## config.mk

```make
export PLATFORM = sky130hd
export DESIGN_NAME = sysbus_arbiter_flat
export DESIGN_NICKNAME = d
export VERILOG_FILES = /design/src/rtl/sysbus_arbiter_pkg.sv /design/src/rtl/sysbus_arbiter_if.sv /design/src/rtl/sysbus_arbiter.sv /design/src/flat_wrapper.sv
export SDC_FILE = /design/constraint.sdc
export NUM_CORES = 1
export LEC_CHECK = 0
export CAP_MARGIN = 20
export CELL_PAD_IN_SITES_DETAIL_PLACEMENT = 0
export CELL_PAD_IN_SITES_GLOBAL_PLACEMENT = 1
export CORE_AREA = 3 3 123 125
export CTS_CLUSTER_DIAMETER = 80
export DETAILED_ROUTE_END_ITERATION = 8
export DIE_AREA = 0 0 126 128
export DONT_BUFFER_PORTS = 1
export MAX_ROUTING_LAYER = met4
export PLACE_DENSITY_LB_ADDON = 0.1
export SLEW_MARGIN = 25
export SYNTH_ARGS = -nofsm -noshare
export SYNTH_HDL_FRONTEND = slang
export SYNTH_SLANG_ARGS = --single-unit
```

## constraint.sdc

```tcl
create_clock -name clk -period 2.3 [get_ports clk]
set_clock_uncertainty 0.2 [all_clocks]
set_input_delay 0.69 -clock clk [delete_from_list [all_inputs] [get_ports clk]]
set_output_delay 0.69 -clock clk [all_outputs]
set_load 0.005 [all_outputs]
```

## src/rtl/sysbus_arbiter_pkg.sv

```systemverilog
// sysbus_arbiter_pkg
// Shared system-bus types and constants used by the bus interface, the
// system-bus arbiter and its bench.
//   ttype_e             : transaction direction (READ/WRITE)
//   tsize_e             : access size (BYTE/HALF/WORD)
//   arb_state_e         : arbiter FSM state (IDLE/START/WAIT)
//   SYSBUS_TIMEOUT_DATA : read data returned on a forced completion
package sysbus_arbiter_pkg;

   typedef enum logic {
      READ  = 1'b0,
      WRITE = 1'b1
   } ttype_e;

   typedef enum logic [1:0] {
      BYTE = 2'd0,
      HALF = 2'd1,
      WORD = 2'd2,
      RSVD = 2'd3
   } tsize_e;

   typedef enum logic [1:0] {
      IDLE  = 2'd0,
      START = 2'd1,
      WAIT  = 2'd2
   } arb_state_e;

   localparam logic [31:0] SYSBUS_TIMEOUT_DATA = 32'hDEADBEEF;

endpackage

```

## src/rtl/sysbus_arbiter_if.sv

```systemverilog
// sysbus_arbiter_if
// One system-bus channel: request side (breq, bstart, ttype, tsize, addr,
// wdata) and response side (rdata, bdone).
//   modport master : the side that issues transactions
//   modport slave  : the side that serves them
//
// Handshake: a transaction starts with a one-cycle bstart pulse (breq pulses
// with it). addr/wdata/ttype/tsize stay stable from bstart until the cycle
// bdone is high. bdone is a one-cycle completion pulse; rdata is valid in that
// same cycle. Only one transaction per channel may be outstanding.
interface sysbus_arbiter_if;
   import sysbus_arbiter_pkg::*;

   logic        breq;
   logic        bstart;
   ttype_e      ttype;
   tsize_e      tsize;
   logic [31:0] addr;
   logic [31:0] wdata;
   logic [31:0] rdata;
   logic        bdone;

   modport master (
      output breq, bstart, ttype, tsize, addr, wdata,
      input  rdata, bdone
   );

   modport slave (
      input  breq, bstart, ttype, tsize, addr, wdata,
      output rdata, bdone
   );

endinterface

```

## src/rtl/sysbus_arbiter.sv

```systemverilog
// sysbus_arbiter
// Shares the single system-bus slave port between the core data port (m0)
// and the debug module system-bus access (m1). Round-robin arbitration with
// a debug-priority override; one slave transaction in flight at a time.
//
// Ports:
//   clk, rst   : clock, synchronous active-high reset
//   m0, m1     : master channels (slave modport of sysbus_arbiter_if)
//   s          : channel to the interconnect (master modport)
//   dbg_prio   : when high, m1 wins every arbitration
//   owner      : current/last granted master
//   busy       : slave transaction in flight
//   timeout    : forced-completion pulse
//   state_dbg  : FSM state, for observation
//   pend_dbg   : pending request bits {pend1, pend0}, for observation
//
// Optional build macro SYSBUS_ARB_TIMEOUT_EN: when defined, a transaction
// still waiting after TIMEOUT_CYCLES WAIT cycles is completed locally with
// SYSBUS_TIMEOUT_DATA and a timeout pulse. When undefined, WAIT never ends
// without s.bdone and timeout is tied low.
module sysbus_arbiter
   import sysbus_arbiter_pkg::*;
#(
   parameter logic RR_INIT        = 1'b0,
   parameter int   TIMEOUT_CYCLES = 255
) (
   input  logic             clk,
   input  logic             rst,
   sysbus_arbiter_if.slave  m0,
   sysbus_arbiter_if.slave  m1,
   sysbus_arbiter_if.master s,
   input  logic             dbg_prio,
   output logic             owner,
   output logic             busy,
   output logic             timeout,
   output arb_state_e       state_dbg,
   output logic [1:0]       pend_dbg
);

   arb_state_e  state_q, state_d;
   logic [1:0]  pend_q, pend_d;
   logic        rr_q, rr_d;
   logic        owner_q, owner_d;
   logic        in_flight;
   logic [1:0]  start_raw, start_ok, req;
   logic        winner;
   logic        done;
   logic        to_hit;
   logic [31:0] resp_data;

   // Both requesting: dbg_prio forces m1, otherwise the round-robin pointer
   // decides. One requesting: that one wins (req[1] is then the answer).
   function automatic logic pick_winner(input logic [1:0] cand,
                                        input logic       prio,
                                        input logic       rr);
      if (cand == 2'b11) begin
         return prio ? 1'b1 : rr;
      end
      return cand[1];
   endfunction

   assign in_flight = (state_q != IDLE);
   assign start_raw = {m1.bstart, m0.bstart};

   // A start while already pending, or from the master whose transaction is
   // still in flight, is a protocol violation and is dropped.
   assign start_ok[0] = start_raw[0] & ~pend_q[0] & ~(in_flight & ~owner_q);
   assign start_ok[1] = start_raw[1] & ~pend_q[1] & ~(in_flight &  owner_q);

   // Same-cycle starts are eligible immediately.
   assign req    = pend_q | start_ok;
   assign winner = pick_winner(req, dbg_prio, rr_q);

`ifdef SYSBUS_ARB_TIMEOUT_EN
   logic [15:0] to_cnt_q;

   // Counts completed WAIT cycles; the 16th WAIT cycle sees count 15 when
   // TIMEOUT_CYCLES is 16, so compare against TIMEOUT_CYCLES-1.
   always_ff @(posedge clk) begin
      if (rst) begin
         to_cnt_q <= '0;
      end else if (state_q == START) begin
         to_cnt_q <= '0;
      end else if (state_q == WAIT) begin
         to_cnt_q <= to_cnt_q + 16'd1;
      end
   end

   assign to_hit = (state_q == WAIT) && !s.bdone &&
                   (to_cnt_q == 16'(TIMEOUT_CYCLES - 1));
`else
   assign to_hit = 1'b0;
`endif

   always_ff @(posedge clk) begin
      if (rst) begin
         state_q <= IDLE;
         pend_q  <= 2'b00;
         rr_q    <= RR_INIT;
         owner_q <= RR_INIT;
      end else begin
         state_q <= state_d;
         pend_q  <= pend_d;
         rr_q    <= rr_d;
         owner_q <= owner_d;
      end
   end

   always_comb begin
      state_d  = state_q;
      pend_d   = pend_q | start_ok;
      rr_d     = rr_q;
      owner_d  = owner_q;
      s.breq   = 1'b0;
      s.bstart = 1'b0;
      busy     = 1'b0;
      done     = 1'b0;
      timeout  = 1'b0;
      case (state_q)
         IDLE: begin
            if (|req) begin
               owner_d        = winner;
               rr_d           = ~winner;
               pend_d[winner] = 1'b0;
               state_d        = START;
            end
         end
         START: begin
            s.breq   = 1'b1;
            s.bstart = 1'b1;
            busy     = 1'b1;
            if (s.bdone) begin
               done    = 1'b1;
               state_d = IDLE;
            end else begin
               state_d = WAIT;
            end
         end
         WAIT: begin
            busy = 1'b1;
            if (s.bdone) begin
               done    = 1'b1;
               state_d = IDLE;
            end else if (to_hit) begin
               done    = 1'b1;
               timeout = 1'b1;
               state_d = IDLE;
            end
         end
         default: begin
            state_d = IDLE;
         end
      endcase
   end

   // Request fields follow the owner; they are meaningful in START and WAIT.
   assign s.ttype = owner_q ? m1.ttype : m0.ttype;
   assign s.tsize = owner_q ? m1.tsize : m0.tsize;
   assign s.addr  = owner_q ? m1.addr  : m0.addr;
   assign s.wdata = owner_q ? m1.wdata : m0.wdata;

   assign resp_data = timeout ? SYSBUS_TIMEOUT_DATA : s.rdata;
   assign m0.rdata  = owner_q ? 32'h0 : resp_data;
   assign m1.rdata  = owner_q ? resp_data : 32'h0;
   assign m0.bdone  = done & ~owner_q;
   assign m1.bdone  = done &  owner_q;

   assign owner     = owner_q;
   assign state_dbg = state_q;
   assign pend_dbg  = pend_q;

`ifndef SYNTHESIS
   a_m0_proto: assert property (@(posedge clk) disable iff (rst)
      m0.bstart |-> !(pend_q[0] || (in_flight && !owner_q)));
   a_m1_proto: assert property (@(posedge clk) disable iff (rst)
      m1.bstart |-> !(pend_q[1] || (in_flight && owner_q)));
   a_m0_breq: assert property (@(posedge clk) disable iff (rst)
      m0.breq == m0.bstart);
   a_m1_breq: assert property (@(posedge clk) disable iff (rst)
      m1.breq == m1.bstart);
   a_timeout_range: assert property (@(posedge clk)
      (TIMEOUT_CYCLES >= 1) && (TIMEOUT_CYCLES <= 65535));
`endif

endmodule

```

## src/flat_wrapper.sv

```systemverilog
// flat-port wrapper written by rule: the top's interface ports become plain ports
module sysbus_arbiter_flat import sysbus_arbiter_pkg::*;
#(
   parameter logic RR_INIT        = 1'b0,
   parameter int   TIMEOUT_CYCLES = 255
)
  (clk, rst, dbg_prio, owner, busy, timeout, state_dbg, pend_dbg, m0_breq, m0_bstart, m0_ttype, m0_tsize, m0_addr, m0_wdata, m0_rdata, m0_bdone, m1_breq, m1_bstart, m1_ttype, m1_tsize, m1_addr, m1_wdata, m1_rdata, m1_bdone, s_breq, s_bstart, s_ttype, s_tsize, s_addr, s_wdata, s_rdata, s_bdone);
  sysbus_arbiter_if m0_i ();
  sysbus_arbiter_if m1_i ();
  sysbus_arbiter_if s_i ();
  input  logic clk;
  input  logic rst;
  input  logic dbg_prio;
  output logic owner;
  output logic busy;
  output logic timeout;
  output arb_state_e state_dbg;
  output logic [1:0] pend_dbg;
  input wire logic [$bits(m0_i.breq)-1:0] m0_breq;
  input wire logic [$bits(m0_i.bstart)-1:0] m0_bstart;
  input wire logic [$bits(m0_i.ttype)-1:0] m0_ttype;
  input wire logic [$bits(m0_i.tsize)-1:0] m0_tsize;
  input wire logic [$bits(m0_i.addr)-1:0] m0_addr;
  input wire logic [$bits(m0_i.wdata)-1:0] m0_wdata;
  output wire logic [$bits(m0_i.rdata)-1:0] m0_rdata;
  output wire logic [$bits(m0_i.bdone)-1:0] m0_bdone;
  input wire logic [$bits(m1_i.breq)-1:0] m1_breq;
  input wire logic [$bits(m1_i.bstart)-1:0] m1_bstart;
  input wire logic [$bits(m1_i.ttype)-1:0] m1_ttype;
  input wire logic [$bits(m1_i.tsize)-1:0] m1_tsize;
  input wire logic [$bits(m1_i.addr)-1:0] m1_addr;
  input wire logic [$bits(m1_i.wdata)-1:0] m1_wdata;
  output wire logic [$bits(m1_i.rdata)-1:0] m1_rdata;
  output wire logic [$bits(m1_i.bdone)-1:0] m1_bdone;
  output wire logic [$bits(s_i.breq)-1:0] s_breq;
  output wire logic [$bits(s_i.bstart)-1:0] s_bstart;
  output wire logic [$bits(s_i.ttype)-1:0] s_ttype;
  output wire logic [$bits(s_i.tsize)-1:0] s_tsize;
  output wire logic [$bits(s_i.addr)-1:0] s_addr;
  output wire logic [$bits(s_i.wdata)-1:0] s_wdata;
  input wire logic [$bits(s_i.rdata)-1:0] s_rdata;
  input wire logic [$bits(s_i.bdone)-1:0] s_bdone;
  assign m0_i.breq = m0_breq;
  assign m0_i.bstart = m0_bstart;
  assign m0_i.ttype = m0_ttype;
  assign m0_i.tsize = m0_tsize;
  assign m0_i.addr = m0_addr;
  assign m0_i.wdata = m0_wdata;
  assign m0_rdata = m0_i.rdata;
  assign m0_bdone = m0_i.bdone;
  assign m1_i.breq = m1_breq;
  assign m1_i.bstart = m1_bstart;
  assign m1_i.ttype = m1_ttype;
  assign m1_i.tsize = m1_tsize;
  assign m1_i.addr = m1_addr;
  assign m1_i.wdata = m1_wdata;
  assign m1_rdata = m1_i.rdata;
  assign m1_bdone = m1_i.bdone;
  assign s_breq = s_i.breq;
  assign s_bstart = s_i.bstart;
  assign s_ttype = s_i.ttype;
  assign s_tsize = s_i.tsize;
  assign s_addr = s_i.addr;
  assign s_wdata = s_i.wdata;
  assign s_i.rdata = s_rdata;
  assign s_i.bdone = s_bdone;
  sysbus_arbiter #(.RR_INIT(RR_INIT), .TIMEOUT_CYCLES(TIMEOUT_CYCLES)) u_core (.clk(clk), .rst(rst), .m0(m0_i), .m1(m1_i), .s(s_i), .dbg_prio(dbg_prio), .owner(owner), .busy(busy), .timeout(timeout), .state_dbg(state_dbg), .pend_dbg(pend_dbg));
endmodule
```

==> impl_metrics.json <==
{
  "status": "complete, no violations",
  "dpl.hpwl_mm": 7.04,
  "drc": 0,
  "max-clock-path-buffers": 2,
  "area_delta_synth_final_pct": 15.4,
  "avgSynthCellArea_um2": 8.56,
  "io_pins": 316,
  "antenna_found_initial": 0,
  "ys_types": 29,
  "cts_buffers": 3,
  "period_minus_slack_ns": 2.25,
  "overflow": 0,
  "fp.dieArea_um2": 16100,
  "instances_no_fill": 361,
  "multiInputGateArea_um2": 1390,
  "crit_type": "reg2out",
  "grt_max_degree": 71,
  "hp-class": "in2reg",
  "p_per_area_nw_per_um2": 512,
  "place_inst": 357,
  "start_util_pct": 11.7,
  "drv_slew": 0,
  "routedWlPerCell_um": 21.0,
  "finalPower_w": 0.000965,
  "avgViaCountPerCell": 3.80,
  "clkLatencyLatePin_ns": 0.23,
  "wl_mm": 7.59,
  "path_max_fanout": 70,
  "tritoncts": "built",
  "hold_violations": 0,
  "synth_warnings": 0,
  "clkTransAtPathRegs_ns": 0.04,
  "clkSinkCount": 6,
  "cts_max_level": 1,
  "core_area_um2": 14000,
  "drv_cap": 0,
  "dr.pass1.iters": 4,
  "endpoint_kind": "primary output",
  "timing.fmax_mhz": 444,
  "fin_nets": 359,
  "grt_pass1_vias": 1340,
  "setup_viol": 0,
  "ir_worst_vdd_uv": 177,
  "gp_congestion": 0.707,
  "netlist_instances": 191,
  "fillers": 1592,
  "die_h_um": 128,
  "regArea_um2": 124,
  "die_w_um": 126,
  "grt_pass1_wl_mm": 9.22,
  "drive_above_1_share_pct": 44.8,
  "vias": 1371,
  "leakage_nw": 0.626,
  "cp_data_required_time_ns": 1.41,
  "period_share_pct": 98.0,
  "rows": 43,
  "rsz0062_at_grt": "no",
  "cts_root_buffer": "clkbuf_16",
  "port_buffers": 0,
  "syn_nets": 368,
  "seq_area_frac_synth_pct": 7.35,
  "drt-initial-drc-count": 43,
  "syn_area_um2": 1640,
  "grtUsageTotal_pct": 7.90,
  "postRouteAntennaNets": 0,
  "crit_path_start_kind": "flop",
  "antenna_cells": 0,
  "fin_tns_setup_ns": 0,
  "critPathArrivalTime_ns": 1.36,
  "ys_ff_latch": 6,
  "cts_setup_buffers": 0
}
[per-stage QoR]
step / cell area [um^2] / setup slack (ns) / utilization, % / hold slack [ns]
4_1_cts: 1870 / 0.0342 / 13.4 / 0.318
3_5_place_dp: 1800 / 0.279 / 12.8 / 0.319
3_3_place_gp: 1800 / 0.277 / 12.8 / 0.329
2_1_floorplan: 1640 / 0.369 / - / 0.285
6_report: 1890 / 0.0471 / 13.5 / 0.320
5_1_grt: 1890 / 0.00661 / 13.5 / 0.314
[area by class of cell]
cell class	instances	share of cell area, %
timing repair buffer	4	2.92
multi-input combinational	164	73.8
sequential	6	6.56
inverter	3	0.597
tap	180	11.9
clock buffer	4	4.18
[final timing paths]
check | end | slack, ns | cells after the start | start
worst min-delay path | u_core.pend_dbg[0] | 0.32 | 1 | rst
worst min register to register | u_core.rr_q | 0.32 | 2 | u_core.rr_q
worst max-delay path | s_addr[9] | 0.05 | 2 | u_core.owner
worst max register to register | u_core.owner | 0.69 | 6 | u_core.state_dbg[0]
[placed cells by master (no fill, tap or decap), drive strengths merged, types with 2 or more instances in the layout]
| cell | instances |
|---|---|
| a21oi | 2 |
| and2 | 32 |
| buf | 4 |
| clkbuf | 4 |
| dfxtp | 6 |
| ha | 3 |
| inv | 3 |
| mux2 | 67 |
| nand2 | 4 |
| nand3 | 2 |
| nor2 | 6 |
| nor2b | 33 |
| nor3b | 2 |
| o21ai | 2 |
[state kept, by name (all words and copies together) (netlist names)]
register	flops
u_core.pend_dbg	2
u_core.owner	1
u_core.state_dbg	2
u_core.rr_q	1
[cells by family (layout without fill, tap and decap cells)]
logic type	after synthesis	after routing	synth area share, %
compound gates	10	10	4.74
fa+ha+maj	3	3	2.30
buf+inv	21	11	8.26
flops	6	6	7.35
mux	67	67	46.1
other cells	1	1	0.229
simple gates	83	83	31.0
[routing by layer]
metal | track usage [%] | up-vias | part of all wire, %
met5 | - | - | 0
li1 | - | 622 | -
met4 | 0.946 | 0 | 0
met2 | 16.2 | 140 | 60
met1 | 7.65 | 609 | 31
met3 | 1.79 | 0 | 9.5
[synthesized netlist by cell type]
master / n / area, um^2
nand2_1: 4 / 15.0
clkbuf_1: 1 / 3.75
nor2_1: 6 / 22.5
o21bai_1: 1 / 7.51
nor2b_1: 33 / 206
a31oi_1: 1 / 6.26
dfxtp_1: 6 / 120
nand3_1: 2 / 10.0
a221oi_2: 1 / 15.0
and3_1: 1 / 6.26
a21oi_1: 1 / 5.00
buf_2: 5 / 25.0
conb_1: 1 / 3.75
nor3_1: 1 / 5.00
o21ba_2: 1 / 10.0
a21boi_0: 1 / 7.51
o31ai_1: 1 / 7.51
ha_1: 3 / 37.5
nand2b_4: 1 / 13.8
a21oi_2: 1 / 8.76
clkbuf_2: 1 / 5.00
nor4_2: 1 / 12.5
nor3b_1: 2 / 15.0
buf_4: 9 / 67.6
and2_1: 32 / 200
mux2_2: 67 / 754
inv_1: 3 / 11.3
o21ai_0: 2 / 10.0
buf_6: 2 / 22.5
[critical path: stages (launching register included)]
cell	delay (ns)
dfxtp_4	0.36
buf_12	0.28
mux2_2	0.44
[power by group]
| part | internal (W) | switching [W] | total [W] |
|---|---|---|---|
| sequential | 0.000118 | 0.0000150 | 0.000133 |
| combinational | 0.000249 | 0.000285 | 0.000535 |
| clock | 0.000231 | 0.0000667 | 0.000298 |
[what timing repair did]
action	CTS	global route
endpoints found under the setup margin	0	1
hold buffers	0	0
resized for setup	0	1
Power figures use the tool's default switching activity.
